`src/rtl/gray_codec_pipe.sv`:
```
// Pipelined bidirectional Gray codec with valid/ready flow control.
// Binary->Gray resolves in stage 1; Gray->binary resolves a chunk of bits per stage, MSB first.
module gray_codec_pipe #(
    parameter int WIDTH   = 4,
    parameter int STAGES  = 2,
    parameter int COUNT_W = 16
) (
    input  logic               i_clk,
    input  logic               i_rst,
    input  logic               i_valid,
    output logic               o_ready,
    input  logic               i_mode,
    input  logic [WIDTH-1:0]   i_data,
    output logic               o_valid,
    input  logic               i_ready,
    output logic               o_mode,
    output logic [WIDTH-1:0]   o_data,
    output logic [COUNT_W-1:0] o_count
);
    localparam int CHUNK = (WIDTH + STAGES - 1) / STAGES;

    // Handshake: a beat moves on an edge where valid & ready are both high.
    // The whole pipe advances together when the output slot is empty or being
    // drained, so o_ready never depends on i_valid.
    logic               r_val  [STAGES];
    logic               r_mode [STAGES];
    logic               r_acc  [STAGES];
    logic [WIDTH-1:0]   r_dat  [STAGES];
    logic [COUNT_W-1:0] r_count;

    logic               w_en;
    logic               w_nxt_acc [STAGES];
    logic [WIDTH-1:0]   w_nxt_dat [STAGES];

    // Resolve stage s's chunk: each bit becomes the running XOR from the MSB.
    // Returns {carry, word}; bits below the chunk stay as raw Gray bits.
    function automatic logic [WIDTH:0] resolve(input logic [WIDTH-1:0] d_in,
                                               input logic c_in, input int s);
        logic [WIDTH-1:0] d;
        logic             c;
        int               hi;
        int               lo;
        d  = d_in;
        c  = c_in;
        hi = WIDTH - 1 - s * CHUNK;
        lo = hi - CHUNK + 1;
        for (int i = WIDTH - 1; i >= 0; i--) begin
            if (i <= hi && i >= lo) begin
                c    = c ^ d[i];
                d[i] = c;
            end
        end
        return {c, d};
    endfunction

    assign w_en    = ~r_val[STAGES-1] | i_ready;
    assign o_ready = w_en;
    assign o_valid = r_val[STAGES-1];
    assign o_mode  = r_mode[STAGES-1];
    assign o_data  = r_dat[STAGES-1];
    assign o_count = r_count;

    always_comb begin
        w_nxt_dat[0] = i_data ^ (i_data >> 1);
        w_nxt_acc[0] = 1'b0;
        if (i_mode) begin
            {w_nxt_acc[0], w_nxt_dat[0]} = resolve(i_data, 1'b0, 0);
        end
        for (int s = 1; s < STAGES; s++) begin
            w_nxt_dat[s] = r_dat[s-1];
            w_nxt_acc[s] = r_acc[s-1];
            if (r_mode[s-1]) begin
                {w_nxt_acc[s], w_nxt_dat[s]} = resolve(r_dat[s-1], r_acc[s-1], s);
            end
        end
    end

    always_ff @(posedge i_clk) begin
        if (i_rst) begin
            for (int s = 0; s < STAGES; s++) begin
                r_val[s]  <= 1'b0;
                r_mode[s] <= 1'b0;
                r_acc[s]  <= 1'b0;
                r_dat[s]  <= '0;
            end
            r_count <= '0;
        end else begin
            if (w_en) begin
                r_val[0]  <= i_valid;
                r_mode[0] <= i_mode;
                r_acc[0]  <= w_nxt_acc[0];
                r_dat[0]  <= w_nxt_dat[0];
                for (int s = 1; s < STAGES; s++) begin
                    r_val[s]  <= r_val[s-1];
                    r_mode[s] <= r_mode[s-1];
                    r_acc[s]  <= w_nxt_acc[s];
                    r_dat[s]  <= w_nxt_dat[s];
                end
            end
            if (r_val[STAGES-1] & i_ready) begin
                r_count <= r_count + {{(COUNT_W-1){1'b0}}, 1'b1};
            end
        end
    end
endmodule

```
`config.mk`:
```
export PLATFORM = sky130hd
export DESIGN_NAME = gray_codec_pipe
export DESIGN_NICKNAME = d
export VERILOG_FILES = /design/src/rtl/gray_codec_pipe.sv
export SDC_FILE = /design/constraint.sdc
export NUM_CORES = 1
export LEC_CHECK = 0
export ABC_CLOCK_PERIOD_IN_PS = 2100
export BUFFER_PORTS_ARGS = -buffer_cell sky130_fd_sc_hd__buf_2
export CAP_MARGIN = 15
export CORE_ASPECT_RATIO = 0.6
export CORE_MARGIN = 3
export CORE_UTILIZATION = 40
export DETAILED_ROUTE_END_ITERATION = 16
export GPL_ROUTABILITY_DRIVEN = 0
export HOLD_SLACK_MARGIN = 0.06
export PLACE_DENSITY = 0.65
export SLEW_MARGIN = 20
export SYNTH_ARGS = -nofsm -noshare
export SYNTH_HDL_FRONTEND = slang
export SYNTH_SLANG_ARGS = --single-unit
```
`constraint.sdc`:
```
create_clock -name i_clk -period 2.1 [get_ports i_clk]
set_clock_uncertainty 0.1 [all_clocks]
set_input_delay 0.105 -clock i_clk [delete_from_list [all_inputs] [get_ports i_clk]]
set_output_delay 0.105 -clock i_clk [all_outputs]
set_load 0.05 [all_outputs]
```
==> flow_summary.rst <==
.. list-table::
   :header-rows: 1

   * - Metric
     - Value
   * - Relative slew margins
     - 74.24%
   * - Global Route Usage Sum
     - 14.71%
   * - Cells traversed along the worst timing path
     - nand3_2 -> or2_1 -> or4_1 -> a21oi_1
   * - Worst Path Class, Setup
     - reg -> reg
   * - Cell area reported after detailed placement
     - 1479 um2
   * - Total Power
     - 1195 uW
   * - Number of design-rule violations left by the first detailed-router iteration
     - 49
   * - CTS clock-pin slew for the worst setup and hold paths
     - 0.06 ns
   * - Final min period
     - 1.843 ns
   * - Number of hold-repair buffers added at the cts stage
     - 3
   * - Fin nets
     - 171
   * - Register area share after synthesis
     - 53.99%
   * - Worst Hold Slack
     - 0.07706 ns
   * - Width of the die
     - 80.06 um
   * - Aggregate negative setup slack
     - 0 ns
   * - Reg-to-reg endpoint
     - o_count[15]
   * - Number of register bits inferred by synthesis
     - 29
   * - Cell Pwr Density
     - 747.4 nW/um2
   * - Initial Util
     - 43.83%
   * - Min-delay worst type
     - in -> reg
   * - Yosys warns
     - 0
   * - Final max-slew violation count
     - 0
   * - Antenna cells
     - 0
   * - Proportion of register bits with asynchronous set or reset after synthesis
     - 0%
   * - Max Fclk
     - 0.5426 GHz
   * - Type of origin of the critical path
     - register
   * - DRT Wirelength
     - 2.644 mm
   * - Share of post-route cells with drive strength above 1
     - 25.31%
   * - Net count of the mapped netlist
     - 138
   * - First drt pass iteration count
     - 4
   * - Aggregate global routing overflow
     - 0
   * - Number of enable-type register cells in the synthesized netlist
     - 13
   * - LEAKAGE
     - 0.0006336 uW
   * - Number of filler cells placed in the layout
     - 282
   * - Slowest cell delay on critical path
     - 0.53 ns
   * - Worst R2R Setup Slack
     - 0.26 ns
   * - Dominant register cell in the synthesized netlist
     - sky130_fd_sc_hd__dfxtp_1
   * - Area of the multi-input gates
     - 551.8 um2
   * - Longest Clk Path Bufs
     - 2
   * - WP data required
     - 2.20 ns
   * - DRC Markers
     - 0
   * - H-tree Lvls
     - 2
   * - Max-cap viol count
     - 0
   * - Area delta synth->final
     - 21.48%
   * - Cell variety after synth
     - 27
   * - Post-route clock period utilization
     - 87.76%
   * - Synthesized area per cell
     - 10.28 um2
   * - Post-route ant nets
     - 0
   * - Number of global-route vias before repair
     - 912
   * - Hold Crit Endpoint
     - r_dat[0][1]
   * - I/O pin count
     - 32
   * - TritonCTS clock tree
     - done
   * - Maximum number of pins on one net before global-route repair
     - 20
   * - Hpwl dp
     - 1.969 mm
   * - Via/cell ratio
     - 4.931
   * - Reg-to-reg startpoint
     - o_count[3]
   * - Critical path arrival
     - 1.94 ns
   * - Clk Latency, worst-skew pair
     - 0.27 ns
   * - Clock Root Buffer
     - sky130_fd_sc_hd__clkbuf_8
   * - Vias after detailed routing
     - 1006
   * - Worst VDD drop
     - 281.4 uV
   * - Capturing element type of the critical path
     - register
   * - Actual slew at the worst max-slew pin
     - 0.3828 ns
   * - Die Area
     - 4038 um2
   * - CP max stage cell
     - sky130_fd_sc_hd__or4_1
   * - Beginning of the worst hold path
     - i_data[1]
   * - Largest fanout on the critical path
     - 8
   * - Hold violation count in the final report
     - 0
   * - Cell area after technology mapping
     - 1316 um2
   * - Antenna violations before repair
     - 0
   * - First-pass GRT wire length
     - 4.402 mm
   * - Post-route cell area
     - 1599 um2
   * - Number of buffer cells added on primary ports
     - 31
   * - Site row count
     - 15
   * - Number of gates given a new drive strength after cts
     - 0
   * - Routed length per placed instance
     - 12.96 um
   * - Worst path setup slack after routing
     - 0.2571 ns
   * - Cells after Synth
     - 128
   * - Number of cells traversed by the worst register-to-register path
     - 4
   * - Die height
     - 50.44 um
   * - Number of post-CTS setup repair buffers
     - 0
   * - Number of failing setup endpoints in the final timing report
     - 0
   * - Floorplan core area
     - 3003 um2
   * - DP Worst Slack
     - 0.2721 ns
   * - Area used by sequential logic in the layout
     - 711.9 um2
   * - Sinks on Clock Net
     - 29
   * - RSZ-0062 raised after global routing
     - no
   * - Num CTS Buffers
     - 5
   * - Result of the run
     - complete, no violations
   * - Worst hold path cell count
     - 3
-- synthesized netlist by cell type (all sizes together), types with 2 or more instances --
master	number	area (um2)
a21oi	5	25.02
and2	9	56.30
buf	4	30.03
clkbuf	4	16.26
dfxtp	16	320.3
edfxtp	13	390.4
inv	2	7.510
nand2	10	37.54
nand2b	2	12.51
nand3	4	25.02
nand4	4	31.28
nor2	16	60.06
nor2b	3	18.77
nor3	3	15.01
nor4	3	18.77
o31ai	4	30.03
or2	2	12.52
or4	4	30.03
xnor2	11	96.34
xor2	6	52.55
-- flip-flops by register name, indices dropped and copies added (netlist names) --
| signal | cells |
|---|---|
| r_acc | 1 |
| r_mode | 2 |
| o_count | 16 |
| r_dat | 8 |
| r_val | 2 |
-- cell usage in the layout (no fill, tap or decap), drive strengths merged, types with 4 or more instances in the layout --
master	instances
nor2	16
clkbuf	8
xor2	6
o31ai	4
a21oi	5
buf	31
xnor2	11
dfxtp	16
or4	4
edfxtp	13
nand2	10
nand3	4
nand4	4
and2	9
-- power by group --
group | internal (uW) | leakage [uW] | switching [uW]
Sequential | 615 | 0.000281 | 10.7
Combinational | 34.9 | 0.000307 | 75.9
Clock | 266 | 0.0000455 | 192
-- metrics by stage --
step	util, %	cells
2_1_floorplan	-	128
5_1_grt	53.25	204
3_3_place_gp	49.25	193
6_report	53.25	204
3_5_place_dp	49.25	193
4_1_cts	53.25	204
-- kinds of logic (layout without fill, tap and decap cells) --
logic type | after synthesis | in the layout | share of synthesized area [%]
AND/OR/NAND/NOR | 62 | 62 | 25.48
flip-flops | 29 | 29 | 53.99
XOR/XNOR | 17 | 17 | 11.31
buffers and inverters | 10 | 44 | 4.087
AO/OA/AOI/OAI | 9 | 9 | 4.182
adder cells (fa/ha/maj) | 1 | 1 | 0.9504
-- worst max-delay path, delay by kind of cell, from the launching register on --
kind	cells	cell delay, ns
AND/OR/NAND/NOR	3	1.10
flip-flops	1	0.39
AO/OA/AOI/OAI	1	0.17
-- final cells by class --
type | count | area share, %
Sequential cell | 29 | 44.52
Tap cell | 42 | 3.286
Timing Repair Buffer | 34 | 11.58
Inverter | 2 | 0.4695
Clock buffer | 8 | 5.634
Multi-Input combinational cell | 89 | 34.51
-- how the worst max path moves through the flow --
stage | start | to | depth (start not counted) | slack [ns]
CTS | o_count[3] | o_count[15] | 4 | 0.26
finish | o_count[3] | o_count[15] | 4 | 0.26
global placement | r_val[0][1] | o_count[13] | 4 | 0.40
global route | r_val[0][1] | o_count[12] | 4 | 0.14
detailed placement | o_count[3] | o_count[12] | 4 | 0.27
floorplan | o_count[3] | o_count[15] | 5 | 0.01
-- layer usage --
| metal | track usage (%) | vias to the layer above | part of all wire, % |
|---|---|---|---|
| li1 | - | 503 | - |
| met1 | 19.30 | 459 | 47 |
| met2 | 20.88 | 39 | 45 |
| met3 | 5.914 | 5 | 6.8 |
| met4 | 7.303 | 0 | 1.4 |
| met5 | 0 | - | 0 |
Note: power is estimated with default switching activity, not from simulation.
